$ cat config.mk
export PLATFORM = sky130hd
export DESIGN_NAME = hazard_ctrl_flat
export DESIGN_NICKNAME = d
export VERILOG_FILES = /design/src/rtl/hazard_ctrl_if.sv /design/src/rtl/hazard_ctrl.sv /design/src/flat_wrapper.sv
export SDC_FILE = /design/constraint.sdc
export NUM_CORES = 1
export LEC_CHECK = 0
export CORE_UTILIZATION = 50
export CTS_CLUSTER_SIZE = 14
export DETAILED_ROUTE_END_ITERATION = 16
export GPL_ROUTABILITY_DRIVEN = 0
export MAX_ROUTING_LAYER = met4
export PLACE_DENSITY = 0.8
export RECOVER_POWER = 50
export SYNTH_ARGS = -nofsm -noshare
export SYNTH_HDL_FRONTEND = slang
export SYNTH_SLANG_ARGS = --single-unit
$ cat constraint.sdc
create_clock -name CLK -period 4.9 [get_ports CLK]
set_clock_uncertainty 0.15 [all_clocks]
set_input_delay 1.47 -clock CLK [delete_from_list [all_inputs] [get_ports CLK]]
set_output_delay 1.47 -clock CLK [all_outputs]
set_load 0.03 [all_outputs]
$ cat src/rtl/hazard_ctrl_if.sv
// hazard_ctrl_if: decode-stage hazard inputs and the forward/stall/flush
// controls exchanged between the pipeline datapath and hazard_ctrl.
interface hazard_ctrl_if #(
    parameter int REG_AW = 5,
    parameter int FWD_W  = 2
);
    logic [REG_AW-1:0] rsD;
    logic [REG_AW-1:0] rtD;
    logic [REG_AW-1:0] WriteRegD;
    logic              RegWriteD;
    logic              MemToRegD;
    logic              BranchD;
    logic              PCSrcD;
    logic              mem_busyM;
    logic [FWD_W-1:0]  forwardAE;
    logic [FWD_W-1:0]  forwardBE;
    logic              forwardAD;
    logic              forwardBD;
    logic              stallF;
    logic              stallD;
    logic              flushD;
    logic              stallE;
    logic              flushE;
    logic              stallM;
    logic              flushW;

    modport master (
        output rsD, rtD, WriteRegD, RegWriteD, MemToRegD,
        output BranchD, PCSrcD, mem_busyM,
        input  forwardAE, forwardBE, forwardAD, forwardBD,
        input  stallF, stallD, flushD, stallE, flushE, stallM, flushW
    );

    modport slave (
        input  rsD, rtD, WriteRegD, RegWriteD, MemToRegD,
        input  BranchD, PCSrcD, mem_busyM,
        output forwardAE, forwardBE, forwardAD, forwardBD,
        output stallF, stallD, flushD, stallE, flushE, stallM, flushW
    );
endinterface

$ cat src/rtl/hazard_ctrl.sv
// hazard_ctrl: forwarding, load-use/branch stalls and memory waits for the
// 5-stage MIPS core. Define HAZARD_PERF_CNT_EN to add saturating stall counters.
module hazard_ctrl #(
    parameter int REG_AW = 5,
    parameter int FWD_W  = 2
) (
    input  logic         CLK,
    input  logic         RST,
    hazard_ctrl_if.slave hz
`ifdef HAZARD_PERF_CNT_EN
    ,
    output logic [31:0]  lw_stall_cnt,
    output logic [31:0]  br_stall_cnt,
    output logic [31:0]  mem_wait_cnt
`endif
);

    localparam logic [FWD_W-1:0] SEL_RF  = FWD_W'(0);
    localparam logic [FWD_W-1:0] SEL_WB  = FWD_W'(1);
    localparam logic [FWD_W-1:0] SEL_MEM = FWD_W'(2);

    typedef struct packed {
        logic [REG_AW-1:0] rs;
        logic [REG_AW-1:0] rt;
        logic [REG_AW-1:0] wreg;
        logic              regwrite;
        logic              memtoreg;
        logic              branch;
        logic              valid;
    } stg_t;

    stg_t e_q, e_d, m_q, m_d, w_q, w_d;
    logic rdy_q;

    logic wr_e, wr_m, wr_w;
    logic lwstall, brstall, memwait, ld_stall, any_stall;
    logic [FWD_W-1:0] fae, fbe;

    assign wr_e = e_q.valid & e_q.regwrite & (e_q.wreg != '0);
    assign wr_m = m_q.valid & m_q.regwrite & (m_q.wreg != '0);
    assign wr_w = w_q.valid & w_q.regwrite & (w_q.wreg != '0);

    always_comb begin
        fae = SEL_RF;
        fbe = SEL_RF;
        if (wr_m && e_q.rs == m_q.wreg)      fae = SEL_MEM;
        else if (wr_w && e_q.rs == w_q.wreg) fae = SEL_WB;
        if (wr_m && e_q.rt == m_q.wreg)      fbe = SEL_MEM;
        else if (wr_w && e_q.rt == w_q.wreg) fbe = SEL_WB;
    end

    assign lwstall = e_q.valid & e_q.memtoreg & (e_q.wreg != '0)
                   & ((e_q.wreg == hz.rsD) | (e_q.wreg == hz.rtD));
    assign brstall = hz.BranchD & (
                       (wr_e & ((e_q.wreg == hz.rsD) | (e_q.wreg == hz.rtD)))
                     | (wr_m & m_q.memtoreg
                        & ((m_q.wreg == hz.rsD) | (m_q.wreg == hz.rtD))));
    assign memwait   = hz.mem_busyM & m_q.valid;
    assign ld_stall  = (lwstall | brstall) & ~memwait;
    assign any_stall = memwait | ld_stall;

    // rdy_q keeps every output low during reset and the first cycle after it
    assign hz.forwardAE = rdy_q ? fae : SEL_RF;
    assign hz.forwardBE = rdy_q ? fbe : SEL_RF;
    assign hz.forwardAD = rdy_q & wr_m & (hz.rsD == m_q.wreg);
    assign hz.forwardBD = rdy_q & wr_m & (hz.rtD == m_q.wreg);
    assign hz.stallF    = rdy_q & any_stall;
    assign hz.stallD    = rdy_q & any_stall;
    assign hz.flushD    = rdy_q & hz.PCSrcD & ~any_stall;
    assign hz.stallE    = rdy_q & memwait;
    assign hz.flushE    = rdy_q & ld_stall;
    assign hz.stallM    = rdy_q & memwait;
    assign hz.flushW    = rdy_q & memwait;

    always_comb begin
        e_d = e_q;
        m_d = m_q;
        w_d = w_q;
        if (memwait) begin
            w_d = '0;
        end else if (ld_stall) begin
            e_d = '0;
            m_d = e_q;
            w_d = m_q;
        end else begin
            e_d.rs       = hz.rsD;
            e_d.rt       = hz.rtD;
            e_d.wreg     = hz.WriteRegD;
            e_d.regwrite = hz.RegWriteD;
            e_d.memtoreg = hz.MemToRegD;
            e_d.branch   = hz.BranchD;
            e_d.valid    = 1'b1;
            m_d = e_q;
            w_d = m_q;
        end
    end

    always_ff @(posedge CLK or posedge RST) begin
        if (RST) begin
            e_q   <= '0;
            m_q   <= '0;
            w_q   <= '0;
            rdy_q <= 1'b0;
        end else begin
            e_q   <= e_d;
            m_q   <= m_d;
            w_q   <= w_d;
            rdy_q <= 1'b1;
        end
    end

    logic unused;
    assign unused = ^{e_q.branch, m_q.rs, m_q.rt, m_q.branch,
                      w_q.rs, w_q.rt, w_q.memtoreg, w_q.branch};

`ifdef HAZARD_PERF_CNT_EN
    logic [31:0] lw_q, br_q, mw_q;

    always_ff @(posedge CLK or posedge RST) begin
        if (RST) begin
            lw_q <= '0;
            br_q <= '0;
            mw_q <= '0;
        end else begin
            if (lwstall && !memwait && lw_q != '1) lw_q <= lw_q + 32'd1;
            if (brstall && !memwait && br_q != '1) br_q <= br_q + 32'd1;
            if (memwait && mw_q != '1)             mw_q <= mw_q + 32'd1;
        end
    end

    assign lw_stall_cnt = lw_q;
    assign br_stall_cnt = br_q;
    assign mem_wait_cnt = mw_q;
`endif

endmodule

$ cat src/flat_wrapper.sv
// flat-port wrapper written by rule: the top's interface ports become plain ports
module hazard_ctrl_flat 
#(
    parameter int REG_AW = 5,
    parameter int FWD_W  = 2
)
  (CLK, RST, hz_rsD, hz_rtD, hz_WriteRegD, hz_RegWriteD, hz_MemToRegD, hz_BranchD, hz_PCSrcD, hz_mem_busyM, hz_forwardAE, hz_forwardBE, hz_forwardAD, hz_forwardBD, hz_stallF, hz_stallD, hz_flushD, hz_stallE, hz_flushE, hz_stallM, hz_flushW);
  hazard_ctrl_if #(.REG_AW(REG_AW), .FWD_W(FWD_W)) hz_i ();
  input  logic CLK;
  input  logic RST;
  input wire logic [$bits(hz_i.rsD)-1:0] hz_rsD;
  input wire logic [$bits(hz_i.rtD)-1:0] hz_rtD;
  input wire logic [$bits(hz_i.WriteRegD)-1:0] hz_WriteRegD;
  input wire logic [$bits(hz_i.RegWriteD)-1:0] hz_RegWriteD;
  input wire logic [$bits(hz_i.MemToRegD)-1:0] hz_MemToRegD;
  input wire logic [$bits(hz_i.BranchD)-1:0] hz_BranchD;
  input wire logic [$bits(hz_i.PCSrcD)-1:0] hz_PCSrcD;
  input wire logic [$bits(hz_i.mem_busyM)-1:0] hz_mem_busyM;
  output wire logic [$bits(hz_i.forwardAE)-1:0] hz_forwardAE;
  output wire logic [$bits(hz_i.forwardBE)-1:0] hz_forwardBE;
  output wire logic [$bits(hz_i.forwardAD)-1:0] hz_forwardAD;
  output wire logic [$bits(hz_i.forwardBD)-1:0] hz_forwardBD;
  output wire logic [$bits(hz_i.stallF)-1:0] hz_stallF;
  output wire logic [$bits(hz_i.stallD)-1:0] hz_stallD;
  output wire logic [$bits(hz_i.flushD)-1:0] hz_flushD;
  output wire logic [$bits(hz_i.stallE)-1:0] hz_stallE;
  output wire logic [$bits(hz_i.flushE)-1:0] hz_flushE;
  output wire logic [$bits(hz_i.stallM)-1:0] hz_stallM;
  output wire logic [$bits(hz_i.flushW)-1:0] hz_flushW;
  assign hz_i.rsD = hz_rsD;
  assign hz_i.rtD = hz_rtD;
  assign hz_i.WriteRegD = hz_WriteRegD;
  assign hz_i.RegWriteD = hz_RegWriteD;
  assign hz_i.MemToRegD = hz_MemToRegD;
  assign hz_i.BranchD = hz_BranchD;
  assign hz_i.PCSrcD = hz_PCSrcD;
  assign hz_i.mem_busyM = hz_mem_busyM;
  assign hz_forwardAE = hz_i.forwardAE;
  assign hz_forwardBE = hz_i.forwardBE;
  assign hz_forwardAD = hz_i.forwardAD;
  assign hz_forwardBD = hz_i.forwardBD;
  assign hz_stallF = hz_i.stallF;
  assign hz_stallD = hz_i.stallD;
  assign hz_flushD = hz_i.flushD;
  assign hz_stallE = hz_i.stallE;
  assign hz_flushE = hz_i.flushE;
  assign hz_stallM = hz_i.stallM;
  assign hz_flushW = hz_i.flushW;
  hazard_ctrl #(.REG_AW(REG_AW), .FWD_W(FWD_W)) u_core (.CLK(CLK), .RST(RST), .hz(hz_i));
endmodule
### Word-level counts from Yosys, hierarchy flattened

Cells that the tools add are included.
Widths: inputs -> output; s select.

| storage, ports and cells | value |
|---|---|
| register bits | 36 |
| input port bits | 22 |
| logic and storage cells | 71 |

| cells by class | value |
|---|---|
| equality and inequality tests | 10 |
| muxes and demuxes | 8 |
| bitwise logic cells | 30 |
| reduce and logical (&&, ||, !) cells | 7 |

Operators by type and width:

| kind | number |
|---|---|
| $eq 5x5->1 | 10 |
| $and 1x1->1 | 23 |
| $mux 19 | 1 |
| $reduce_bool 5->1 | 3 |
| $mux 9 | 1 |
| $mux 2 | 4 |
| $or 1x1->1 | 5 |
| $logic_and 1x1->1 | 4 |
| $mux 1 | 2 |
| $not 1->1 | 2 |

### Depth between registers and ports, before layout

| depth | value |
|---|---|
| depth in word-level cells | 11 |
| mapped depth | 7 |

### Worst setup path after synthesis

Ideal clock, no wire load.

| timing | value |
|---|---|
| path type | input port to output port |
| start | input port hz_rsD[2] |
| end | output port hz_flushE |
| data arrival time | 2668 ps |
| required time | 3280 ps |
| path slack | 612 ps |
| stages on the path | 6 |
| cells stage by stage | xor2_1 nor3_1 nand3_1 a21oi_1 buf_2 o211a_1 |

| on the way | value |
|---|---|
| cells in the longest elaborated chain, start to end | 8 |
| elaborated cells on any way between the ends | 12 |
| those cells by class | eq/ne (2); bitwise (10) |

RTL lines:

| element | RTL line | source |
|---|---|---|
| start: declaration | flat_wrapper.sv:11 | `input wire logic [$bits(hz_i.rsD)-1:0] hz_rsD;` |
| $eq 5x5->1 (on tied branches) | hazard_ctrl.sv:53, hazard_ctrl.sv:55, hazard_ctrl.sv:57 |  |
| $or 1x1->1 (on tied branches) | hazard_ctrl.sv:53, hazard_ctrl.sv:55, hazard_ctrl.sv:57 |  |
| $and 1x1->1 (on tied branches) | hazard_ctrl.sv:55, hazard_ctrl.sv:57 |  |
| $or 1x1->1 | hazard_ctrl.sv:56 | `\| (wr_m & m_q.memtoreg` |
| $and 1x1->1 | hazard_ctrl.sv:54 | `assign brstall = hz.BranchD & (` |
| $or 1x1->1 (*) | hazard_ctrl.sv:59 | `assign ld_stall = (lwstall \| brstall) & ~memwait;` |
| $and 1x1->1 (*) | hazard_ctrl.sv:59 |  |
| $and 1x1->1 (*) | hazard_ctrl.sv:71 | `assign hz.flushE = rdy_q & ld_stall;` |
| end: declaration | flat_wrapper.sv:27 | `output wire logic [$bits(hz_i.flushE)-1:0] hz_flushE;` |

Mark *: on every way between the ends. The rest lies on a longest branch, timed or not.

### Worst setup path after layout

| timing | value |
|---|---|
| start | input port hz_rtD[0] |
| end | output port hz_stallF |

| on the way | value |
|---|---|
| cells in the longest elaborated chain, start to end | 9 |
| elaborated cells on any way between the ends | 13 |
| those cells by class | eq/ne (2); bitwise (11) |

RTL lines:

| element | RTL line | source |
|---|---|---|
| start: declaration | flat_wrapper.sv:12 | `input wire logic [$bits(hz_i.rtD)-1:0] hz_rtD;` |
| $eq 5x5->1 (on tied branches) | hazard_ctrl.sv:53, hazard_ctrl.sv:55, hazard_ctrl.sv:57 |  |
| $or 1x1->1 (on tied branches) | hazard_ctrl.sv:53, hazard_ctrl.sv:55, hazard_ctrl.sv:57 |  |
| $and 1x1->1 (on tied branches) | hazard_ctrl.sv:55, hazard_ctrl.sv:57 |  |
| $or 1x1->1 | hazard_ctrl.sv:56 |  |
| $and 1x1->1 | hazard_ctrl.sv:54 |  |
| $or 1x1->1 (*) | hazard_ctrl.sv:59 |  |
| $and 1x1->1 (*) | hazard_ctrl.sv:59 |  |
| $or 1x1->1 (*) | hazard_ctrl.sv:60 | `assign any_stall = memwait \| ld_stall;` |
| $and 1x1->1 (*) | hazard_ctrl.sv:67 | `assign hz.stallF = rdy_q & any_stall;` |
| end: declaration | flat_wrapper.sv:23 | `output wire logic [$bits(hz_i.stallF)-1:0] hz_stallF;` |

Marked as above.

==> out/results.ini <==
[timing]
finalSetupViolCount = 0
rsz0062_at_grt = false
hold_violations = 0
min_period_ns = 4.84
fmax_ghz = 0.207
max_slew_margin_pct = -19.5
hold_ws_ns = 0.373
tightest_slew_ns = 1.79
period_share_pct = 98.8
drv_slew = 35
setup_ws_ns = 0.0579
setup_tns_ns = 0

[synthesis]
synth.distinct_cells = 34
yosys_warnings = 0
syn_nets = 234
synth_area_leaders = dfrtp_1, nand2_1, o31ai_2, xor2_1, xnor2_1
ys.flop_type = dfrtp_1
yosysTopAreaCell = dfrtp_1
ys_seq_area_share_pct = 40.9
yosys-top-cells-count = nand2_1, dfrtp_1, xor2_1, o31ai_2, xnor2_1
synth_seq_cells = 34
syn_inst = 212
syn_area_um2 = 2080
async_reset_ff_share_pct = 100
yosysMostFrequentCell = nand2_1
syn_area_per_cell_um2 = 9.81
synth_top_area_share_pct = 40.9
synth_edf_count = 0

[final_layout]
utilization_pct = 68.3
final_area_um2 = 2730
nFillCells = 318
multi_input_area_um2 = 1130
nets = 279
seq_area_um2 = 851
final_layout_size_suffix_gt1_share_pct = 24.4
instances_no_fill = 308
areaGrowthSynthToFinish_pct = 31.3
antenna_cells = 0

[floorplan]
start_util_pct = 52.0
ios = 35
row_count = 23
dieArea_um2 = 4420
die_h_um = 66.5
die_x_um = 66.5
core_area_um2 = 4000

[power_and_ir_drop]
power.density_nw_per_um2 = 354
total_power_uw = 966
p_leak_nw = 1.28
vdd_drop_max_v = 0.000192

[grt]
grt_overflow_total = 0
grtUsageTotal_pct = 27.0
antenna_found_initial = 0
grt_first_pass_wirelength_um = 8390
grt_pass1_vias = 1689
grt_max_degree = 35

[setup_path]
cp_max_fo = 4
reg2reg_from = u_core.e_q[5]
cp-start-kind = input port
path_class = input port to primary output
arrival_ns = 3.22
cp-end-kind = primary output
crit_start = hz_rtD[0]
worstPathRequired_ns = 3.28

[drt]
wirelength_um = 5220
num_vias = 1691
drt-wirelength-per-cell_um = 16.9
post-route-drc-count = 0
via_per_inst = 5.49
first_pass_iters = 4
postRouteAntennaNets = 0
drt_iter0_drc = 61

[clocking]
clock_latency_ns = 0.29
cts_tree = done
htree_levels = 2
clk_pin_slew_ns = 0.07
clock_tree.buffer_depth = 2
numCtsBuffers = 5
cts.sinks = 34
root_buffer = clkbuf_8
cts_hold_buf = 0

[placed_design]
placed_area_um2 = 2480
port_buffers = 34
place_hpwl_um = 3320
place_inst = 294
pre_cts_ws_ns = -0.165

[worst_hold_path]
hp-class = flip-flop to flip-flop
hp-start = u_core.m_q[2]

[status]
failed_checks = max-capacitance violations, max-slew violations
outcome = finished with violations

[run]
drv_cap = 1

[flip-flops by register name (all words and copies together), names as in the netlist]
name and count:
u_core.e_q 18, u_core.rdy_q 1, u_core.m_q 8, u_core.w_q 7
[cell families after synthesis]
family / count (synthesis) / share of synthesized area, %
other: 1 / 0.180
xor gates and xnor gates: 40 / 16.8
AOI/OAI and AO/OA: 26 / 15.2
DFF: 34 / 40.9
buffers and inverters: 19 / 5.84
and+or+nand+nor: 92 / 21.0
[layer usage]
layer  routed length, um  GRT usage (%)  vias up
li1                    -              -      798
met2                2610           43.2       76
met3                 316           4.97       16
met1                2130           32.5      801
met4                 159           13.8        0
met5                   0              -        -
[repair_timing]
| action | 4_1_cts | 5_1_grt |
|---|---|---|
| setup buffers | 3 | 2 |
| setup endpoints to repair | 4 | 4 |
| pin swaps | 2 | 7 |
| gates cloned | 1 | 0 |
| resized for setup | 5 | 8 |
[worst max-delay path, cell delays in order]
cell             delay (ns)
clkdlybuf4s50_1        0.45
buf_4                  0.16
xor2_1                 0.14
nor3_1                 0.19
nand3_1                0.15
a21oi_4                0.23
buf_12                 0.14
o31a_2                 0.16
buf_6                  0.13
[placed cells by master, fill, tap and decap left out, types with 2 or more instances in the layout]
master            n
buf_4            22
bufinv_16         2
clkbuf_8          6
or4_1             4
nor3_2            3
xnor2_1          16
and3_2            2
buf_6             2
dlymetal6s2s_1    4
nor3_1            4
dfrtp_1          34
dlygate4sd3_1     2
clkdlybuf4s50_1  22
xor2_1           24
o31ai_2          17
nand4_1           2
nand3_1           5
and2_1            8
nand2_1          57
nor4_1            2
[power breakdown]
group | internal [mW] | total (mW) | leakage, nW | switching, mW
Sequential | 0.325 | 0.400 | 0.416 | 0.0748
Combinational | 0.130 | 0.249 | 0.794 | 0.119
Clock | 0.217 | 0.317 | 0.0714 | 0.100
[final cells by class]
type / count / area share (%)
Clock buffer: 6 / 3.02
Clock inverter: 2 / 2.20
Inverter: 1 / 0.137
Multi-Input combinational cell: 159 / 41.3
Sequential cell: 34 / 31.1
Tap cell: 50 / 2.29
Timing Repair Buffer: 56 / 19.9
[final timing paths]
kind | end | slack [ns] | cells past startpoint
worst max-delay path | hz_stallF | 0.06 | 9
worst min-delay path | u_core.m_q[2] | 0.37 | 2
worst max register to register | u_core.e_q[17] | 2.35 | 7
worst min register to register | u_core.m_q[2] | 0.37 | 2
max in group asynchronous | u_core.m_q[5] | 1.46 | 3
min in group asynchronous | u_core.w_q[0] | 2.11 | 3
(Power assumes the default switching activity.)
